--- src/rtl/mio_pkg.sv ---
// ---------------------------------------------------------------------------
// mio_pkg
// Shared definitions for the data-side memory/IO bridge:
//   - FSM state encoding (2-bit, legacy-compatible constants)
//   - address-map constants for the IO registers and the RAM region
//   - target-select encoding produced by the address decoder
// ---------------------------------------------------------------------------
package mio_pkg;

    // FSM state encoding
    localparam logic [1:0] ST_IDLE   = 2'd0;
    localparam logic [1:0] ST_ACCESS = 2'd1;
    localparam logic [1:0] ST_RDWAIT = 2'd2;
    localparam logic [1:0] ST_RESP   = 2'd3;

    // Address map (word-aligned; byte-offset bits [1:0] are ignored)
    localparam logic [31:0] ADDR_GPIO  = 32'hE000_0000;
    localparam logic [31:0] ADDR_SW    = 32'hF000_0000;
    localparam logic [31:0] ADDR_TIMER = 32'hF000_0004;
    localparam logic [3:0]  RAM_NIBBLE = 4'h0;

    // One-hot target select; exactly one field is set for any address
    typedef struct packed {
        logic is_ram;
        logic is_gpio;
        logic is_sw;
        logic is_timer;
        logic is_unmapped;
    } tgt_sel_t;

endpackage

--- src/rtl/mio_bus_bridge_if.sv ---
// ---------------------------------------------------------------------------
// mio_bus_bridge_if
// CPU MEM-stage data bus between the pipeline and the memory/IO bridge.
//   cpu_req    request strobe, held by the CPU until mio_ready
//   cpu_we     1 = store, 0 = load
//   cpu_addr   byte address
//   cpu_wdata  store data
//   cpu_rdata  load data returned by the bridge
//   mio_ready  one-cycle completion pulse from the bridge
// Modports: master = CPU side, slave = bridge side.
// ---------------------------------------------------------------------------
interface mio_bus_bridge_if;
    logic        cpu_req;
    logic        cpu_we;
    logic [31:0] cpu_addr;
    logic [31:0] cpu_wdata;
    logic [31:0] cpu_rdata;
    logic        mio_ready;

    modport master (
        output cpu_req, cpu_we, cpu_addr, cpu_wdata,
        input  cpu_rdata, mio_ready
    );

    modport slave (
        input  cpu_req, cpu_we, cpu_addr, cpu_wdata,
        output cpu_rdata, mio_ready
    );
endinterface

--- src/rtl/mio_addr_decode.sv ---
// ---------------------------------------------------------------------------
// mio_addr_decode
// Combinational address decoder for the memory/IO bridge.
// Ports:
//   addr  in   32-bit byte address (bits [1:0] ignored, word access only)
//   sel   out  one-hot target select {is_ram, is_gpio, is_sw, is_timer,
//              is_unmapped}
// The whole 0x0xxx_xxxx region maps to RAM; the RAM word index is taken
// from the low address bits by the caller, so the region aliases.
// ---------------------------------------------------------------------------
module mio_addr_decode
    import mio_pkg::*;
(
    input  logic [31:0] addr,
    output tgt_sel_t    sel
);

    // Byte-offset bits take no part in the decode
    logic unused_lsb;
    assign unused_lsb = ^addr[1:0];

    always_comb begin
        sel = '0;
        if (addr[31:28] == RAM_NIBBLE) begin
            sel.is_ram = 1'b1;
        end else if (addr[31:2] == ADDR_GPIO[31:2]) begin
            sel.is_gpio = 1'b1;
        end else if (addr[31:2] == ADDR_SW[31:2]) begin
            sel.is_sw = 1'b1;
        end else if (addr[31:2] == ADDR_TIMER[31:2]) begin
            sel.is_timer = 1'b1;
        end else begin
            sel.is_unmapped = 1'b1;
        end
    end

endmodule

--- src/rtl/mio_bus_bridge.sv ---
// ---------------------------------------------------------------------------
// mio_bus_bridge
// Data-side memory/IO bridge sitting right after the CPU's MEM stage.
// Latches one CPU request in IDLE, routes it to the data RAM or to the
// on-chip IO registers (GPIO, switches, free-running timer), and returns
// registered read data with a one-cycle mio_ready pulse.
//
// Parameters:
//   RAM_AW          data RAM word-address width
//   GPIO_W          width of gpio_out (zero-extended on read)
//   UNMAPPED_RDATA  value returned for loads from unmapped addresses
//
// Ports:
//   clk, rst        clock (rising edge), synchronous active-high reset
//   bus             CPU bus, slave modport (req/we/addr/wdata in,
//                   rdata/mio_ready out)
//   ram_addr/wdata/we  data RAM request (word address, data, write enable)
//   ram_rdata       RAM read data, valid one cycle after ram_addr
//   sw_in           board switches (already synchronised)
//   gpio_out        LED/GPIO register
//   bus_err         sticky unmapped-access flag
//
// Optional build macro MIO_DEBUG_EN adds:
//   debug_state      current FSM state
//   debug_txn_count  count of completed transactions (wraps)
//
// Latency from the cycle cpu_req is seen in IDLE (cycle 0):
//   RAM load -> mio_ready in cycle 3; everything else -> cycle 2.
// ---------------------------------------------------------------------------
module mio_bus_bridge
    import mio_pkg::*;
#(
    parameter int          RAM_AW         = 10,
    parameter int          GPIO_W         = 16,
    parameter logic [31:0] UNMAPPED_RDATA = 32'h0000_0000
) (
    input  logic               clk,
    input  logic               rst,
    mio_bus_bridge_if.slave    bus,
    output logic [RAM_AW-1:0]  ram_addr,
    output logic [31:0]        ram_wdata,
    output logic               ram_we,
    input  logic [31:0]        ram_rdata,
    input  logic [15:0]        sw_in,
    output logic [GPIO_W-1:0]  gpio_out,
    output logic               bus_err
`ifdef MIO_DEBUG_EN
    ,
    output logic [1:0]         debug_state,
    output logic [31:0]        debug_txn_count
`endif
);

    logic [1:0]        state_q, state_d;
    logic [31:0]       addr_q,  addr_d;
    logic [31:0]       wdata_q, wdata_d;
    logic              we_q,    we_d;
    logic [31:0]       rdata_q, rdata_d;
    logic [GPIO_W-1:0] gpio_q,  gpio_d;
    logic [31:0]       timer_q, timer_d;
    logic              err_q,   err_d;

    tgt_sel_t sel;

    // Decode always works on the latched address so the target is stable
    // for the whole transaction, whatever the CPU does with cpu_addr.
    mio_addr_decode u_decode (
        .addr (addr_q),
        .sel  (sel)
    );

    always_comb begin
        state_d = state_q;
        addr_d  = addr_q;
        wdata_d = wdata_q;
        we_d    = we_q;
        rdata_d = rdata_q;
        gpio_d  = gpio_q;
        err_d   = err_q;
        // Free-running timer; a CPU write below overrides the increment
        timer_d = timer_q + 32'd1;

        case (state_q)
            ST_IDLE: begin
                // Requests are only accepted here, which guarantees at
                // least one IDLE cycle between back-to-back transactions.
                if (bus.cpu_req) begin
                    addr_d  = bus.cpu_addr;
                    wdata_d = bus.cpu_wdata;
                    we_d    = bus.cpu_we;
                    state_d = ST_ACCESS;
                end
            end

            ST_ACCESS: begin
                state_d = ST_RESP;
                if (sel.is_ram) begin
                    // RAM data arrives a cycle later, so loads detour via
                    // RDWAIT; stores complete with a zero response.
                    if (we_q) begin
                        rdata_d = '0;
                    end else begin
                        state_d = ST_RDWAIT;
                    end
                end else if (sel.is_unmapped) begin
                    err_d   = 1'b1;
                    rdata_d = we_q ? 32'h0 : UNMAPPED_RDATA;
                end else if (we_q) begin
                    // Switch writes fall through here and change nothing
                    rdata_d = '0;
                    if (sel.is_gpio) begin
                        gpio_d = wdata_q[GPIO_W-1:0];
                    end
                    if (sel.is_timer) begin
                        timer_d = wdata_q;
                    end
                end else begin
                    // Timer reads see the value present this cycle, i.e.
                    // before this cycle's increment.
                    if (sel.is_gpio) begin
                        rdata_d = 32'(gpio_q);
                    end else if (sel.is_sw) begin
                        rdata_d = 32'(sw_in);
                    end else begin
                        rdata_d = timer_q;
                    end
                end
            end

            ST_RDWAIT: begin
                rdata_d = ram_rdata;
                state_d = ST_RESP;
            end

            ST_RESP: begin
                state_d = ST_IDLE;
            end

            default: begin
                state_d = ST_IDLE;
            end
        endcase
    end

    // Reset abandons any transaction in flight; a RAM write already issued
    // in ACCESS is not undone.
    always_ff @(posedge clk) begin
        if (rst) begin
            state_q <= ST_IDLE;
            addr_q  <= '0;
            wdata_q <= '0;
            we_q    <= 1'b0;
            rdata_q <= '0;
            gpio_q  <= '0;
            timer_q <= '0;
            err_q   <= 1'b0;
        end else begin
            state_q <= state_d;
            addr_q  <= addr_d;
            wdata_q <= wdata_d;
            we_q    <= we_d;
            rdata_q <= rdata_d;
            gpio_q  <= gpio_d;
            timer_q <= timer_d;
            err_q   <= err_d;
        end
    end

    // RAM address/data simply mirror the latched request, so they hold
    // their values outside ACCESS; only the write enable is qualified.
    assign ram_addr  = addr_q[RAM_AW+1:2];
    assign ram_wdata = wdata_q;
    assign ram_we    = (state_q == ST_ACCESS) && sel.is_ram && we_q;

    assign bus.cpu_rdata = rdata_q;
    assign bus.mio_ready = (state_q == ST_RESP);
    assign gpio_out      = gpio_q;
    assign bus_err       = err_q;

`ifdef MIO_DEBUG_EN
    logic [31:0] txn_cnt_q, txn_cnt_d;

    always_comb begin
        txn_cnt_d = txn_cnt_q;
        if (state_q == ST_RESP) begin
            txn_cnt_d = txn_cnt_q + 32'd1;
        end
    end

    always_ff @(posedge clk) begin
        if (rst) begin
            txn_cnt_q <= '0;
        end else begin
            txn_cnt_q <= txn_cnt_d;
        end
    end

    assign debug_state     = state_q;
    assign debug_txn_count = txn_cnt_q;
`endif

endmodule

--- src/flat_wrapper.sv ---
// flat-port wrapper written by rule: the top's interface ports become plain ports
module mio_bus_bridge_flat import mio_pkg::*;
#(
    parameter int          RAM_AW         = 10,
    parameter int          GPIO_W         = 16,
    parameter logic [31:0] UNMAPPED_RDATA = 32'h0000_0000
)
  (clk, rst, ram_addr, ram_wdata, ram_we, ram_rdata, sw_in, gpio_out, bus_err, bus_cpu_req, bus_cpu_we, bus_cpu_addr, bus_cpu_wdata, bus_cpu_rdata, bus_mio_ready);
  mio_bus_bridge_if bus_i ();
  input  logic clk;
  input  logic rst;
  output logic [RAM_AW-1:0] ram_addr;
  output logic [31:0] ram_wdata;
  output logic ram_we;
  input  logic [31:0] ram_rdata;
  input  logic [15:0] sw_in;
  output logic [GPIO_W-1:0] gpio_out;
  output logic bus_err;
  input wire logic [$bits(bus_i.cpu_req)-1:0] bus_cpu_req;
  input wire logic [$bits(bus_i.cpu_we)-1:0] bus_cpu_we;
  input wire logic [$bits(bus_i.cpu_addr)-1:0] bus_cpu_addr;
  input wire logic [$bits(bus_i.cpu_wdata)-1:0] bus_cpu_wdata;
  output wire logic [$bits(bus_i.cpu_rdata)-1:0] bus_cpu_rdata;
  output wire logic [$bits(bus_i.mio_ready)-1:0] bus_mio_ready;
  assign bus_i.cpu_req = bus_cpu_req;
  assign bus_i.cpu_we = bus_cpu_we;
  assign bus_i.cpu_addr = bus_cpu_addr;
  assign bus_i.cpu_wdata = bus_cpu_wdata;
  assign bus_cpu_rdata = bus_i.cpu_rdata;
  assign bus_mio_ready = bus_i.mio_ready;
  mio_bus_bridge #(.RAM_AW(RAM_AW), .GPIO_W(GPIO_W), .UNMAPPED_RDATA(UNMAPPED_RDATA)) u_core (.clk(clk), .rst(rst), .bus(bus_i), .ram_addr(ram_addr), .ram_wdata(ram_wdata), .ram_we(ram_we), .ram_rdata(ram_rdata), .sw_in(sw_in), .gpio_out(gpio_out), .bus_err(bus_err));
endmodule
--- config.mk ---
export PLATFORM = sky130hd
export DESIGN_NAME = mio_bus_bridge_flat
export DESIGN_NICKNAME = d
export VERILOG_FILES = /design/src/rtl/mio_pkg.sv /design/src/rtl/mio_bus_bridge_if.sv /design/src/rtl/mio_addr_decode.sv /design/src/rtl/mio_bus_bridge.sv /design/src/flat_wrapper.sv
export SDC_FILE = /design/constraint.sdc
export NUM_CORES = 1
export LEC_CHECK = 0
export ABC_AREA = 1
export CORE_ASPECT_RATIO = 2
export CORE_MARGIN = 2
export CORE_UTILIZATION = 48
export CTS_CLUSTER_SIZE = 30
export DETAILED_ROUTE_END_ITERATION = 16
export MAX_ROUTING_LAYER = met4
export PLACE_DENSITY = 0.79
export SYNTH_ARGS = -nofsm -noshare
export SYNTH_HDL_FRONTEND = slang
export SYNTH_SLANG_ARGS = --single-unit
--- constraint.sdc ---
create_clock -name clk -period 2.3 [get_ports clk]
set_input_delay 0.46 -clock clk [delete_from_list [all_inputs] [get_ports clk]]
set_output_delay 0.46 -clock clk [all_outputs]
set_load 0.01 [all_outputs]
; ---- After elaboration in Yosys (flattened, before gate mapping)
; Cells that the tools add are included.
[totals]
ff_bits = 148
out_inout_bits = 93
[classes]
n_addsub = 1
eq_ne = 8
muxes = 24
bitwise = 2
reduce_logical = 9
[op_table]
columns = op, n
row1 = 2-to-1 mux 32 bit, 11
row2 = equality test 30 bit (second input constant), 3
row3 = one-hot mux 32 bit (2 select lines), 1
row4 = adder 32 x 1 -> 32 bit (second input constant), 1
row5 = one-hot mux 2 bit (4 select lines), 1
row6 = 2-to-1 mux 1 bit, 6
row7 = 2-to-1 mux 2 bit, 3
row8 = AND reduction 5 bit, 1
row9 = equality test 2 bit (second input constant), 2
row10 = logical NOT 4 bit, 1
row11 = 2-to-1 mux 4 bit, 1
row12 = AND reduction 2 bit, 2
row13 = 2-to-1 mux 3 bit, 1
row14 = != test 3 x 2 -> 1 bit (second input constant), 1
row15 = AND reduction 3 bit, 1
row16 = equality test 2 x 1 -> 1 bit (second input constant), 1
row17 = logical AND 1 bit, 2
row18 = logical NOT 2 bit, 1
row19 = != test 2 bit (second input constant), 1
row20 = inverter 1 bit, 2
row21 = nonzero test 2 bit, 1

; ---- Logic depth before layout (Yosys ltp)
[logic_depth]
ltp_word = 11
depth_mapped = 12
ltp_nobuf = 12

; ---- Cells and area by module
; Synthesis repeated with hierarchy kept, for this count alone.
[hier_totals]
hier_cells = 1076
area_unflattened_um2 = 7201.9
[modules_own_cells]
columns = mod, n_inst, cells_per_inst, area_each_um2
row1 = mio_bus_bridge, 1, 1003, 6915.4
row2 = mio_addr_decode, 1, 73, 286.5

; ---- Worst setup path after synthesis
; OpenSTA, ideal clock, no wires.
[synth_timing]
path_type = register -> register
start = register u_core.state_q[0]
end = register u_core.rdata_q[10] (netlist: u_core.bus.cpu_rdata[10])
setup_time_ns = 0.070
t_arrival_ns = 1.778
slack_ns = 0.453
path_stages_with_launch = 9
n_path_buf = 2
cell_sequence = dfxtp_1 > inv_1 > ha_1 > clkbuf_1 > or2_1 > nor2_2 > clkbuf_1 > nand4_1 > a21oi_1
[synth_via]
elab_chain_len = 3
[synth_rtl]
columns = item, line_no
row1 = "start, declared", mio_bus_bridge.sv:54  ; logic [1:0] state_q, state_d;
row2 = "start signal, assigned", mio_bus_bridge.sv:158  ; state_q <= state_d;
row3 = equality test 2 x 1 -> 1 bit or equality test 2 bit (tied branches), mio_bus_bridge.sv:83  ; case (state_q)
row4 = != test 3 x 2 -> 1 bit (no source line) or nonzero test 2 bit (tied branches), n/a
row5 = AND reduction 2 bit (no source line), n/a
row6 = "end signal, assigned", mio_bus_bridge.sv:162  ; rdata_q <= rdata_d;
row7 = "end, declared", mio_bus_bridge.sv:58  ; logic [31:0] rdata_q, rdata_d;
; Several ways; a longest one is shown, not always the timed one.
; A chain may end at the register's enable or synchronous reset.

; ---- Final worst setup path
[layout_timing]
start = register u_core.state_q[1]
end = output ram_we
[layout_via]
elab_chain_len = 3
[layout_rtl]
columns = item, line_no
row1 = equality test 2 x 1 -> 1 bit, mio_bus_bridge.sv:173  ; assign ram_we = (state_q == ST_ACCESS) && sel.is_ram && we_q;
row2 = logical AND 1 bit (2 in a row), mio_bus_bridge.sv:173
row3 = "end, declared", flat_wrapper.sv:14  ; output logic ram_we;
; Every way passes these cells.

==> reports/metrics.cfg <==
[setup_path]
crit_required_ns=1.84
critPathMaxStageDelay_ns=0.33
crit_path_max_fanout=5
worstPathCellList=inv_1, ha_1, nand2_1, nor2_1, dlygate4sd2_1
endpoint_kind=primary output
startpoint=u_core.state_q[1]
r2r_cells=10
r2r_slack_ns=0.19
cp.arrival_ns=1.66
cp_slowest_cell=dfxtp_1
timing.rr.end=u_core.bus.cpu_rdata[2]
crit_type=register to primary output
rr_startpoint=u_core.addr_q[7]
crit_path_end=ram_we
startpoint_type=register

[die]
rows=63
num_io_pins=209
chipHeight_um=177
initial_core_util=0.487
core_mm2=0.0147
dieArea_mm2=0.0159
fp.dieW_um=90.3

[layout]
seqCellArea_mm2=0.00292
layout.cells.non_filler=1443
final_nets=1358
fill_cells=1297
syn2layout_area_growth_pct=38.3
layout-drive-gt1-share=0.0601
antennaDiodeCount=0
multi_input_area_mm2=0.00349

[yosys]
async_flop_share=0
yosys_most_used_dff=dfxtp_1
ys_top_cells_by_count=192 x nor2_1, 177 x nand2_1, 146 x dfxtp_1, 105 x a21oi_1, 95 x inv_1
yosys-top-cells-area=dfxtp_1 41%, nor2_1 10%, nand2_1 9.3%, a21oi_1 7.4%, o21ai_0 5.0%
yosysSeqAreaShare=0.409
yosysTopAreaCell=dfxtp_1
syn_area_per_cell_um2=6.71
yosysUniqueCellTypes=32
synth_nets=1186
synth_top_area_frac=0.409
ys_seq_elements=146
synth_edf_count=0
synth.most_common_cell=nor2_1
postSynthCellCount=1064
syn_area_mm2=0.00714
yosys_warnings=0

[grt]
antenna_found_initial=0
groute.usage.overall=0.294
grt_start_max_net_pins=117
grt_pass1_vias=7411
grt_overflow=0
grt_pass1_wl_um=36600

[clocking]
cts_root_buf=clkbuf_16
cts.hold.buffers_added=0
clk_pin_slew_worst_paths_ns=0.07
htreeDepth=4
cts_buffers=17
clk_latency_ns=0.42
clockBufferDepth=2
cts.sinks=146
cts_tree=built

[timing]
layout_min_cycle_time_ns=2.12
worstMarginPinSlew_ns=0.454
clock-skew-final_ns=0.0121
slew_violations=0
period_share=0.923
hold_viol=0
max_slew_margin=0.697
finalSetupViolCount=0
fmax_mhz=471
fin_tns_setup_ns=0
rsz0062_at_grt=false
worst_slack_ns=0.178

[pwr]
ir_drop_uv=614
leakagePower_nw=3.78
p_per_area_mw_per_mm2=1010

[routing]
firstDrtPassIters=5
wl_per_cell_um=15.7
drt_iter0_markers=455
drc_errors=0
dr_total_vias=7571
routed_wl_um=22700
ant_nets=0
vias_per_cell=5.25

[place]
dp_hpwl_um=16900
io_buffers=206
place.gp.congestion=0.961
post-place-cells=1411
pre_cts_slack_ns=0.265

[min_path]
hold_path.class=register to register

[flow_run]
maxCapViolations=0

[status]
outcome=completed

placed cells by master, fill, tap and decap left out, types with 2 or more instances in the layout:
cell type	n
clkdlybuf4s50_1	205
nor2_1	192
nand2_1	176
dfxtp_1	146
a21oi_1	105
inv_1	94
o21ai_0	72
nand3_1	62
o21ai_1	59
nand4_1	25
clkbuf_16	17
nor3_1	11
inv_2	10
xor2_1	10
buf_4	10
nor2_2	7
ha_1	6
xnor2_1	4
nand2_2	4
inv_6	4
clkinvlp_4	4
buf_12	4
bufinv_16	3
nand3_2	2
nor3_2	2
flip-flops by register name, indices dropped and copies added, names as in the netlist:
name	cells
u_core.addr_q	30
u_core.bus.cpu_rdata	32
u_core.bus_err	1
u_core.gpio_out	16
u_core.ram_wdata	32
u_core.state_q	2
u_core.timer_q	32
u_core.we_q	1
report_power, final:
part	leakage (nW)	internal (W)	total (W)	switching [W]
clock	0.282	0.00172	0.00288	0.00115
sequential	1.20	0.00308	0.00346	0.000380
combinational	2.30	0.00162	0.00360	0.00198
per-stage QoR:
| stage | power, W | hold slack [ns] | utilization | area (µm²) |
|---|---|---|---|---|
| global route | 0.0105 | 0.505 | 0.673 | 9870 |
| finish | 0.00993 | 0.469 | 0.673 | 9870 |
| detailed placement | 0.00706 | 0.469 | 0.632 | 9260 |
| global placement | 0.00696 | 0.456 | 0.632 | 9260 |
| CTS | 0.00995 | 0.473 | 0.673 | 9870 |
| floorplan | 0.00555 | 0.450 | - | 7140 |
area by class of cell:
cell class,count,share of cell area
clock buffer,18,0.0435
clock inverter,13,0.0177
inverter,106,0.0404
multi-input combinational,745,0.353
sequential,146,0.296
tap,195,0.0247
timing repair buffer,220,0.224
worst min path at each step:
stage	startpoint	end	slack, ns	cells past startpoint
finish	u_core.ram_wdata[27]	u_core.timer_q[27]	0.47	2
global route	u_core.addr_q[13]	u_core.addr_q[13]	0.50	2
CTS	u_core.ram_wdata[27]	u_core.timer_q[27]	0.47	2
detailed placement	u_core.ram_wdata[27]	u_core.timer_q[27]	0.47	2
global placement	u_core.bus_err	u_core.bus_err	0.46	2
floorplan	u_core.addr_q[4]	u_core.addr_q[4]	0.45	2
routing by layer:
metal | wire [µm] | up-vias | GRT usage
li1 | - | 3775 | -
met1 | 8810 | 3454 | 0.317
met2 | 11700 | 286 | 0.515
met3 | 1170 | 56 | 0.0551
met4 | 1070 | 0 | 0.147
met5 | 0 | - | -
what timing repair did:
| item | in CTS | in global routing |
|---|---|---|
| hold endpoints to repair | 0 | 0 |
| endpoints found under the setup margin | 1 | 0 |
| resized for setup | 1 | 0 |
| buffers inserted | 1 | 0 |
critical path: cells and delay by family, from the launching register on:
family                   cells  cell delay [ns]
buffers and inverters        2             0.44
adder cells (fa/ha/maj)      1             0.20
AND/OR/NAND/NOR              2             0.27
flip-flops                   1             0.33
cells by family (layout without fill, tap and decap cells):
family | after synthesis | count (layout) | synth area share
AOI/OAI and AO/OA | 236 | 236 | 0.165
xor gates and xnor gates | 14 | 14 | 0.0172
adders and majority gates | 6 | 6 | 0.0105
buffers and inverters | 173 | 357 | 0.103
DFF | 146 | 146 | 0.409
and+or+nand+nor | 489 | 489 | 0.295
Power figures use the tool's default switching activity.
